File: src/rtl/fpga_config_loader.sv
// Framed byte-stream configuration loader: header, NBYTES payload bytes, XOR checksum.
// The fabric sees a new configuration only after the whole frame has checked out.
module fpga_config_loader #(
  parameter int         CFG_BITS = 124,
  parameter int         NBYTES   = 16,
  parameter int         TIMEOUT  = 1024,
  parameter logic [7:0] HDR      = 8'hA5
) (
  input  logic                clk,
  input  logic                reset,
  input  logic                start,
  input  logic [7:0]          s_data,
  input  logic                s_valid,
  output logic                s_ready,
  output logic [CFG_BITS-1:0] cfg_bits,
  output logic                cfg_valid,
  output logic                fabric_reset,
  output logic                busy,
  output logic                done,
  output logic                error
);
  localparam int CNT_W = (NBYTES > 1) ? $clog2(NBYTES) : 1;
  localparam int TO_W  = $clog2(TIMEOUT);
  localparam logic [CNT_W-1:0] LAST_BYTE = CNT_W'(NBYTES - 1);
  localparam logic [TO_W-1:0]  TO_LAST   = TO_W'(TIMEOUT - 2);

  typedef enum logic [2:0] {IDLE, HEADER, LOAD, CHECK, DONE, ERROR} state_t;
  state_t state_reg, state_next;

  logic [CNT_W-1:0]    bcnt_reg;
  logic [7:0]          chk_reg;
  logic [TO_W-1:0]     tcnt_reg;
  logic [CFG_BITS-1:0] shadow_reg;
  logic [NBYTES-1:0]   byte_we;
  logic                xfer, start_ok, load_xfer, commit, timeout_hit;

  assign busy         = (state_reg == HEADER) || (state_reg == LOAD) || (state_reg == CHECK);
  assign s_ready      = busy;
  assign done         = (state_reg == DONE);
  assign error        = (state_reg == ERROR);
  assign fabric_reset = !cfg_valid || busy;

  assign xfer      = s_valid && busy;
  assign start_ok  = start && !busy;
  assign load_xfer = xfer && (state_reg == LOAD);
  assign commit    = xfer && (state_reg == CHECK) && (s_data == chk_reg);
  // this idle cycle would be the (TIMEOUT-1)th in a row without a transfer
  assign timeout_hit = !xfer && (tcnt_reg == TO_LAST);

  always_ff @(posedge clk) begin
    if (reset) state_reg <= IDLE;
    else       state_reg <= state_next;
  end

  always_comb begin
    state_next = state_reg;
    case (state_reg)
      IDLE, DONE, ERROR: begin
        if (start) state_next = HEADER;
      end
      HEADER: begin
        if (xfer)             state_next = (s_data == HDR) ? LOAD : ERROR;
        else if (timeout_hit) state_next = ERROR;
      end
      LOAD: begin
        if (xfer) begin
          if (bcnt_reg == LAST_BYTE) state_next = CHECK;
        end else if (timeout_hit) begin
          state_next = ERROR;
        end
      end
      CHECK: begin
        if (xfer)             state_next = commit ? DONE : ERROR;
        else if (timeout_hit) state_next = ERROR;
      end
      default: state_next = IDLE;
    endcase
  end

  always_ff @(posedge clk) begin
    if (reset || start_ok) begin
      bcnt_reg <= '0;
      chk_reg  <= '0;
      tcnt_reg <= '0;
    end else if (busy) begin
      tcnt_reg <= xfer ? '0 : tcnt_reg + 1'b1;
      if (load_xfer) begin
        bcnt_reg <= bcnt_reg + 1'b1;
        chk_reg  <= chk_reg ^ s_data;
      end
    end
  end

  genvar gi;
  for (gi = 0; gi < NBYTES; gi++) begin : g_byte_we
    assign byte_we[gi] = load_xfer && (bcnt_reg == CNT_W'(gi));
  end

  // Only the CFG_BITS low bits are stored; the padding bits of the last byte
  // still feed the checksum above.
  always_ff @(posedge clk) begin
    if (reset) begin
      shadow_reg <= '0;
    end else begin
      for (int b = 0; b < CFG_BITS; b++) begin
        if (byte_we[b / 8]) shadow_reg[b] <= s_data[b % 8];
      end
    end
  end

  always_ff @(posedge clk) begin
    if (reset) begin
      cfg_bits  <= '0;
      cfg_valid <= 1'b0;
    end else if (commit) begin
      cfg_bits  <= shadow_reg;
      cfg_valid <= 1'b1;
    end
  end

endmodule

File: config.mk
export PLATFORM = sky130hd
export DESIGN_NAME = fpga_config_loader
export DESIGN_NICKNAME = d
export VERILOG_FILES = /design/src/rtl/fpga_config_loader.sv
export SDC_FILE = /design/constraint.sdc
export NUM_CORES = 1
export LEC_CHECK = 0
export CELL_PAD_IN_SITES_DETAIL_PLACEMENT = 0
export CELL_PAD_IN_SITES_GLOBAL_PLACEMENT = 1
export CORE_MARGIN = 4
export CORE_UTILIZATION = 30
export DETAILED_ROUTE_END_ITERATION = 16
export GPL_ROUTABILITY_DRIVEN = 0
export PLACE_DENSITY_LB_ADDON = 0.1
export SLEW_MARGIN = 20
export SYNTH_ARGS = -nofsm -noshare
export SYNTH_HDL_FRONTEND = slang
export SYNTH_SLANG_ARGS = --single-unit
File: constraint.sdc
create_clock -name clk -period 1.9 [get_ports clk]
set_clock_uncertainty 0.2 [all_clocks]
set_input_delay 0.19 -clock clk [delete_from_list [all_inputs] [get_ports clk]]
set_output_delay 0.19 -clock clk [all_outputs]
set_load 0.005 [all_outputs]
-- Yosys cells after proc, flatten, opt, wreduce, memory -nomap -nowiden
Index checks and enable logic that the tools add are counted.
- reductions and logical operators: 34
- bitwise operators: 1
- multiplexer cells: 10
- equal/unequal tests: 25
- $add $sub $neg: 2
- operator list (operator ; count):
    equality test 4 bit (second input constant) ; 8
    logical AND 1 bit ; 22
    two-way mux 3 bit ; 7
    equality test 4 x 3 -> 1 bit (second input constant) ; 4
    one-hot mux 3 bit (4 select lines) ; 1
    adder 10 x 1 -> 10 bit (second input constant) ; 1
    equality test 10 bit (second input constant) ; 1
    two-way mux 10 bit ; 1
    equality test 4 x 2 -> 1 bit (second input constant) ; 2
    equality test 8 bit ; 1
    equality test 8 bit (second input constant) ; 1
    bitwise XOR 8 bit ; 1
    equality test 3 x 2 -> 1 bit (second input constant) ; 2
    equality test 3 bit (second input constant) ; 2
    adder 4 x 1 -> 4 bit (second input constant) ; 1
    equality test 4 x 1 -> 1 bit (second input constant) ; 1
    logical NOT 4 bit ; 1
    logical OR 1 bit ; 4
    AND reduction 2 bit ; 2
    equality test 3 x 1 -> 1 bit (second input constant) ; 1
    logical NOT 1 bit ; 3
    logical NOT 3 bit ; 1
    inequality test 3 x 2 -> 1 bit (second input constant) ; 1
    OR reduction 3 bit ; 1
    2 further kinds ; 2
- register bits: 274
- logic and storage cells: 94
- input bits: 12

-- Depth between registers and ports, before layout
Gate-level depths: netlist (run 1).
- word-level depth: 9
- mapped depth: 8
- mapped depth without buffers: 6

-- Least setup slack after synthesis (run 1)
Ideal clock, no wire load.
- path kind: register -> register
- start: register state_reg[2]
- end: register cfg_bits[117]
- setup slack: -38 ps
- period minus slack after synthesis: 1938 ps
- cell stages (with the launch flop): 9
- data required time: 1568 ps
- data arrival time: 1606 ps
- buffers on the path: 4
- path through: dfxtp_1 buf_2 nand2b_4 or3_1 buf_2 buf_6 buf_6 o31ai_2 a21oi_1
- longest elaborated chain between the ends: 6
- RTL lines (element ; RTL line ; RTL):
    from (decl) ; 28 ; state_t state_reg, state_next;
    from (signal assigned) ; 52 ; else state_reg <= state_next;
    equality test 3 x 1 -> 1 bit or equality test 3 x 2 -> 1 bit (tied branches) ; 37 ; assign busy = (state_reg == HEADER) || (state_reg == LOAD) || (state_reg == CHECK);
    logical OR 1 bit (2 in a row) ; 37 ;
    logical AND 1 bit ; 43 ; assign xfer = s_valid && busy;
    logical AND 1 bit * (2 in a row) ; 46 ; assign commit = xfer && (state_reg == CHECK) && (s_data == chk_reg);
    to (signal assigned) ; 116 ; cfg_bits <= shadow_reg;
    to (decl) ; 15 ; output logic [CFG_BITS-1:0] cfg_bits,
Mark *: on every way between the ends. The rest lies on a longest branch, timed or not.
A chain may end at the register's enable or synchronous reset.

-- Worst setup path in the final report (run 1)
- start: register state_reg[0]
- end: register cfg_bits[123]
Same word-level chain as after synthesis.

==> qor.yml, run 1 <==
outcome: "completed"
period_minus_slack_ps: 1870
synth_top_cells_by_area: "dfxtp_1 48%, mux2i_1 11%, nand4_1 7.2%"
netlist_area_um2: 11500
cellPowerDensity_nw_per_um2: 786
antenna_found_initial: 1
multiInputGateArea_um2: 5710
seqCellArea_um2: 5500
cts_tree: "built"
yosysSeqAreaShare_pct: 47.6
antenna_cells: 0
final_cell_area_um2: 15700
slew-limit-headroom_pct: 74.3
cts_inserted_buffers: 34
clkTransAtPathRegs_ps: 60
ir_drop_mv: 0.562
grt_max_degree: 87
clock_path_buffers: 3
critical_path_class: "reg2reg"
drive_gt1_share_pct: 22.2
overflow: 0
clock_latency_ps: 510
synth_ff_type: "dfxtp_1"
ctsHtreeMaxLevel: 2
portBuffers: 141
synth-xor-area-share_pct: 1.98
p_leak_nw: 6.07
dr.pass1.iters: 5
hold_class: "reg2reg"
final_nets: 1352
wl_per_cell_um: 19.9
synth-seq-cells: 274
post_dp_cell_area_um2: 14100
synthArstFlopShare_pct: 0
synth_compound_area_share_pct: 17.1
rsz0062_at_grt: "true"
max_freq_ghz: 0.534
cp.arrival_ps: 2060
reg2regPathDepth: 6
synth_cells: 1188
cp-start-kind: "flip-flop"
die_width_um: 204
die_area_um2: 41600
nFillCells: 3732
critPathCapture: "cfg_bits[123]"
synthAdderAreaFrac_pct: 0.652
yosys-top-cells-count: "274 x dfxtp_1, 147 x nor2_1, 132 x nand4_1"
ant_nets: 0
cp_max_fo: 38
grt_pass1_wl_um: 56400
synth_nets: 1206
placementRows: 71
drc: 0
ios: 142
r2r-end: "cfg_bits[123]"
synth.most_common_cell: "dfxtp_1"
core_area_um2: 37800
synth_edf_count: 0
initial_core_util_pct: 30.5
holdWs_ps: 265
synth_top_area_cell: "dfxtp_1"
rrSetupSlack_ps: 30
post-dp-hpwl_um: 22700
ys.warnings.count: 0
cp-end-kind: "flip-flop"
dieHeight_um: 204
worst_slew_pin_slew_ps: 386
setup_viol: 0
hold_violations: 0
synthMuxAreaShare_pct: 10.8
synthSimpleGateAreaFrac_pct: 16.0
via_per_inst: 5.11
synthDistinctLibCells: 42
worstReg2RegStart: "state_reg[0]"
yosysTopAreaCellShare_pct: 47.6
clock-sinks: 274
grt_usage_pct: 16.9
area_delta_synth_final_pct: 36.6
clockRootBuffer: "clkbuf_16"
grt_pass1_vias: 9399
maxCapViolations: 0
worstPathRequired_ps: 2090
synth_top_family_by_area: "compound AO/OA/AOI/OAI gates"
drt_iter0_drc: 435
slew_violations: 0
min_period_over_period_pct: 98.6
synth.avg_cell_area_um2: 9.69
vias: 9528
cp-startpoint: "state_reg[0]"
drt_wl_total_um: 37200
power breakdown:
| part | internal [mW] | total [mW] | leakage [nW] | switching [mW] |
|---|---|---|---|---|
| Combinational | 0.187 | 0.605 | 3.36 | 0.418 |
| Clock | 3.57 | 5.99 | 0.498 | 2.43 |
| Sequential | 5.75 | 5.76 | 2.21 | 0.00568 |
area by class of cell:
type | instances | area share, %
inverters | 6 | 0.159
clock buffers | 52 | 6.29
repair buffers | 251 | 18.0
multi-input cells | 767 | 36.3
well taps | 511 | 4.07
clock inverters | 4 | 0.151
flip-flops and latches | 274 | 35.0
stage by stage:
| step | total power [mW] | std cells | TNS (ps) | util [%] | worst slack (ps) |
|---|---|---|---|---|---|
| finish | 12.4 | 1865 | 0 | 41.6 | 27.1 |
| global route | 12.8 | 1865 | -888 | 41.6 | -43.9 |
| CTS | 12.5 | 1855 | -16.6 | 40.3 | -16.6 |
| detailed placement | 6.44 | 1791 | -71540 | 37.4 | -489 |
| global placement | 6.44 | 1791 | -70590 | 37.4 | -463 |
| floorplan | 6.17 | 1188 | -1080 | - | -21.3 |
layer usage:
metal	track usage (%)	up-vias	part of all wire, %
met4	4.05	2	1.6
met2	25.4	182	44
li1	-	4628	-
met5	0	-	0.038
met3	3.22	42	4.1
met1	25.1	4674	50
cell families after synthesis:
kind of cell | count (synthesis)
xor+xnor | 26
buf+inv | 147
mux | 124
simple gates | 345
compound gates | 266
fa+ha+maj | 6
flops | 274
how the worst min path moves through the flow:
| stage | from | to | slack, ps | cells after the start |
|---|---|---|---|---|
| global route | cfg_bits[120] | cfg_bits[120] | 280 | 2 |
| floorplan | s_valid | state_reg[1] | 210 | 2 |
| finish | shadow_reg[16] | cfg_bits[16] | 270 | 2 |
| detailed placement | cfg_bits[18] | cfg_bits[18] | 260 | 2 |
| CTS | shadow_reg[16] | cfg_bits[16] | 260 | 2 |
| global placement | cfg_bits[54] | cfg_bits[54] | 260 | 2 |
cells in the final DEF (no fill, tap or decap), types with 3 or more instances in the layout:
| master | instances |
|---|---|
| dfxtp_1 | 265 |
| nor2_1 | 146 |
| clkdlybuf4s50_1 | 135 |
| nand4_1 | 132 |
| a21oi_1 | 128 |
| mux2i_1 | 122 |
| o31ai_2 | 98 |
| buf_4 | 53 |
| buf_12 | 39 |
| clkbuf_16 | 38 |
| o31ai_1 | 27 |
| xor2_1 | 18 |
| nand2_1 | 17 |
| buf_6 | 15 |
| clkbuf_1 | 12 |
| dfxtp_2 | 8 |
| nand3_2 | 7 |
| nand3_4 | 6 |
| nand3_1 | 6 |
| ha_1 | 6 |
| inv_1 | 5 |
| xnor2_1 | 5 |
| clkbuf_8 | 5 |
| xnor2_2 | 3 |
| nand2b_1 | 3 |
| and2_1 | 3 |
| clkinv_2 | 3 |
critical path: stages (launching register included):
cell	delay [ps]
dfxtp_4	350
buf_6	100
nand2b_4	50
or3_4	460
buf_12	220
o31ai_1	260
a21oi_1	90
timing repair:
action | in CTS | in global routing
endpoints found under the hold margin | 20 | 0
setup buffers | 7 | 6
resized for setup | 24 | 83
pin swaps | 3 | 10
hold buffers | 1 | 0
gates cloned | 0 | 5
endpoints found under the setup margin | 78 | 164
No activity file was read; power rests on OpenSTA's default activity.
==> run 2: changes to the inputs <==
--- a/config.mk
+++ b/config.mk
@@ -11,6 +11,7 @@
 export CORE_UTILIZATION = 30
 export DETAILED_ROUTE_END_ITERATION = 16
 export GPL_ROUTABILITY_DRIVEN = 0
+export GPL_TIMING_DRIVEN = 0
 export PLACE_DENSITY_LB_ADDON = 0.1
 export SLEW_MARGIN = 20
 export SYNTH_ARGS = -nofsm -noshare
==> qor.yml, run 2 (synthesis gave the netlist of run 1 again) <==
dp.cells: 1831
clockRootBuffer: "clkbuf_16"
clkTransAtPathRegs_ps: 60
crit_top_cell: "clkbuf_16"
core_area_um2: 37800
rrSetupSlack_ps: -170
power_mw: 12.6
layoutNonFillerInstCount: 1948
drive_gt1_share_pct: 28.3
cp_max_fo: 6
vias: 9759
die_width_um: 204
ir_drop_mv: 0.444
post-dp-hpwl_um: 24500
critical_path_buf_inv_count: 3
slew-limit-headroom_pct: 37.5
min_period_over_period_pct: 109
grt.busiest_layer: "met1"
ios: 142
outcome: "finished with violations"
slew_violations: 0
setup_viol: 241
final_nets: 1433
fin_ws_ps: -175
violations: "negative setup slack"
worst_slew_pin_slew_ps: 937
crit_chain: "nand2b_4, or3_4, buf_12, clkbuf_16, clkbuf_16, o31ai_4, a21oi_1"
initial_core_util_pct: 30.5
antenna_found_initial: 0
grt_usage_pct: 18.1
die_area_um2: 41600
worst_path_max_delay_cell: "or3_4"
p_leak_nw: 6.57
ant_nets: 0
dp_slack_ps: -1220
seqCellArea_um2: 5500
ctsHtreeMaxLevel: 2
period_minus_slack_ps: 2070
nFillCells: 3580
path_delay_family: "simple AND/OR/NAND/NOR gates"
placementRows: 71
maxCapViolations: 0
critical_path_class: "reg2reg"
hold_violations: 0
area_delta_synth_final_pct: 52.5
grt_max_degree: 12
holdCritStartpoint: "s_data[4]"
drc: 0
met1_usage_pct: 27.8
worstReg2RegStart: "state_reg[2]"
hold_class: "in2reg"
overflow: 0
portBuffers: 132
drt_wl_total_um: 40100
holdWs_ps: 108
via_per_inst: 5.01
gr-usage-met2_pct: 27.3
clock_latency_ps: 500
cellPowerDensity_nw_per_um2: 717
mostFrequentLayoutCell: "dfxtp_1"
max_freq_ghz: 0.482
wl_per_cell_um: 20.6
worstPathRequired_ps: 2040
cts_tree: "built"
cts_inserted_buffers: 34
multiInputGateArea_um2: 7100
clock_path_buffers: 3
cpPeakStageDelay_ps: 440
r2r-end: "cfg_bits[69]"
drt_iter0_drc: 444
grt_util_met3_pct: 2.71
dieHeight_um: 204
cp-start-kind: "flip-flop"
grt_pass1_wl_um: 59500
clock-sinks: 274
fin_util_pct: 46.5
antenna_cells: 0
reg2regPathDepth: 7
rsz0062_at_grt: "true"
cp-end-kind: "flip-flop"
min_path_cells: 4
final_cell_mix: "265 x dfxtp_1, 146 x nor2_1, 132 x nand4_1"
cp.arrival_ps: 2220
min_to: "state_reg[1]"
grt_pass1_vias: 9636
dr.pass1.iters: 5
[run 2: cell count changes in the layout (fill, tap and decap cells not counted), sizes merged, moves of 2 or more]
| cell | previous run | this run |
|---|---|---|
| clkbuf | 55 | 141 |
| clkdlybuf4s50 | 135 | 127 |
| dlygate4sd3 | 1 | 8 |
| buf | 109 | 107 |
| clkdlybuf4s15 | 2 | 0 |
[run 2: final cells by class]
type                       instances  share of cell area, %
buffer                           133                   5.76
clock buffer                      54                   5.79
clock inverter                     4                  0.157
inverter                           6                  0.157
multi-input combinational        768                   40.4
sequential                       274                   31.3
tap                              511                   3.64
timing repair buffer             198                   12.8
[run 2: worst max-delay path by stage]
stage / endpoint / startpoint / slack [ps] / cells past startpoint
floorplan: cfg_bits[100] / state_reg[2] / -20 / 8
global placement: cfg_bits[97] / s_valid / -1200 / 7
detailed placement: cfg_bits[113] / s_valid / -1220 / 7
CTS: cfg_bits[64] / state_reg[1] / -210 / 8
global route: cfg_bits[72] / state_reg[0] / -220 / 8
finish: cfg_bits[69] / state_reg[2] / -170 / 7
[run 2: routing by layer]
layer / vias to the layer above / routed length [um]
li1: 4830 / -
met1: 4735 / 20600
met2: 159 / 17700
met3: 35 / 1320
met4: 0 / 446
met5: - / 0
[run 2: worst register-to-register path, stage by stage (launching register included)]
cell and delay (ps):
dfxtp_4 360, nand2b_4 150, or3_4 440, buf_12 180
clkbuf_16 180, clkbuf_16 170, o31ai_4 160, a21oi_1 90
[run 2: where the power goes]
group	internal, mW	total (mW)	switching (mW)
registers	5.75	5.76	0.00503
logic	0.174	0.689	0.515
clock network	3.66	6.15	2.49
[run 2: through the flow]
stage | area [um2] | setup TNS, ps
2_1_floorplan | 11500 | -1080
3_3_place_gp | 13500 | -203750
3_5_place_dp | 13500 | -202080
4_1_cts | 16100 | -14920
5_1_grt | 17600 | -33840
6_report | 17600 | -19220
[run 2: repair_timing]
item | in CTS | in global routing
resized for setup | 250 | 233
pin swaps | 111 | 173
cloned | 10 | 9
buffers inserted | 18 | 24
endpoints found under the setup margin | 276 | 227
hold buffers | 8 | 0
endpoints found under the hold margin | 52 | 0
==> run 3: changes to the inputs <==
--- a/config.mk
+++ b/config.mk
@@ -9,6 +9,7 @@
 export CELL_PAD_IN_SITES_GLOBAL_PLACEMENT = 1
 export CORE_MARGIN = 4
 export CORE_UTILIZATION = 30
+export CTS_BUF_LIST = sky130_fd_sc_hd__clkbuf_8
 export DETAILED_ROUTE_END_ITERATION = 16
 export GPL_ROUTABILITY_DRIVEN = 0
 export GPL_TIMING_DRIVEN = 0
==> qor.yml, run 3 (synthesis gave the netlist of run 1 again) <==
rsz0062_at_grt: "true"
die_area_um2: 41600
ios: 142
portBuffers: 132
clock_path_buffers: 3
antenna_cells: 0
grt_max_degree: 13
worst_slew_pin_slew_ps: 896
drt_wl_total_um: 40100
seqCellArea_um2: 5620
antenna_found_initial: 0
cp.arrival_ps: 2270
overflow: 0
mostFrequentLayoutCell: "dfxtp_1"
power_mw: 12.3
min_period_over_period_pct: 106
dp_slack_ps: -1220
post-dp-hpwl_um: 24500
cellPowerDensity_nw_per_um2: 707
post_dp_cell_area_um2: 13500
setup_viol: 122
max_freq_ghz: 0.499
intPower_mw: 9.25
period_minus_slack_ps: 2010
tns_ps: -6960
slew_violations: 0
drc: 0
cp_max_fo: 10
rrSetupSlack_ps: -110
grt_pass1_vias: 9943
dieHeight_um: 204
p_leak_nw: 7.60
min_path_cells: 3
area_delta_synth_final_pct: 51.3
final_cell_area_um2: 17400
hold_class: "in2reg"
slew-limit-headroom_pct: 40.3
pwr-share-clk_pct: 47.8
maxCapViolations: 0
hold_violations: 0
grt_usage_pct: 18.7
cp-start-kind: "flip-flop"
final_cell_mix: "175 x dfxtp_1, 146 x nor2_1, 132 x nand4_1"
clock-sinks: 274
multiInputGateArea_um2: 6950
worstPathRequired_ps: 2160
placementRows: 71
ant_nets: 0
ir_drop_mv: 0.471
drt_iter0_drc: 456
p_comb_share_pct: 5.6
vias: 9896
p_sw_mw: 3.07
grt_pass1_wl_um: 61100
wl_per_cell_um: 20.3
clkTransAtPathRegs_ps: 70
via_per_inst: 5.00
violations: "negative setup slack"
cp-end-kind: "flip-flop"
initial_core_util_pct: 30.5
netSwitchingFraction_pct: 24.9
seq_power_share_pct: 46.7
nFillCells: 3580
clock_latency_ps: 600
outcome: "finished with violations"
core_area_um2: 37800
cts_inserted_buffers: 50
drive_gt1_share_pct: 34.7
fin_ws_ps: -106
cts_tree: "built"
clockRootBuffer: "clkbuf_8"
reg2regPathDepth: 7
die_width_um: 204
ctsHtreeMaxLevel: 2
final_nets: 1449
critical_path_class: "reg2reg"
dr.pass1.iters: 5
-- run 3: metal layers --
metal,global-route usage (%),vias to the layer above,part of all wire (%)
li1,-,4872,-
met1,28.1,4805,51
met2,27.9,170,44
met3,3.79,49,4.0
met4,3.71,0,1.4
met5,0,-,0
-- run 3: path summary, 6_finish.rpt --
kind	from	end
worst min register to register	cfg_bits[81]	cfg_bits[81]
worst max register to register	state_reg[0]	cfg_bits[12]
worst min-delay path	reset	state_reg[2]
worst max-delay path	state_reg[0]	cfg_bits[12]
-- run 3: power groups by stage --
stage               Combinational, mW  Clock [mW]  Sequential, mW
floorplan                       0.292           0            5.88
detailed placement              0.493           0            5.88
finish                          0.684        5.89            5.75
global placement                0.494           0            5.88
global route                    0.729        6.33            5.75
CTS                             0.630        6.08            5.75
-- run 3: cell type report --
class | count | area share, %
Timing Repair Buffer | 198 | 12.2
Clock inverter | 19 | 0.445
Sequential cell | 274 | 32.2
Tap cell | 511 | 3.67
Buffer | 134 | 5.75
Clock buffer | 72 | 5.69
Multi-Input combinational cell | 767 | 39.9
Inverter | 6 | 0.144
-- run 3: worst max-delay path, stage by stage (launching register included) --
cell      delay [ps]
dfxtp_2          320
buf_6            130
nand2b_4          80
or3_4            470
buf_6            180
buf_12           150
o31ai_1          230
a21oi_1           90
-- run 3: metrics by stage --
stage               cells  util [%]  hold WS [ps]
finish               1981      46.1          68.2
global route         1981      46.1          92.3
CTS                  1970      43.6          21.7
detailed placement   1831      35.7           262
global placement     1831      35.7           258
floorplan            1188         -           210
-- run 3: repair_timing --
action	in CTS	in global routing
pin swaps	146	97
cloned	9	5
setup buffers	26	11
hold endpoints to repair	53	0
hold buffers	17	0
setup endpoints to repair	352	263
gates resized for setup	416	248
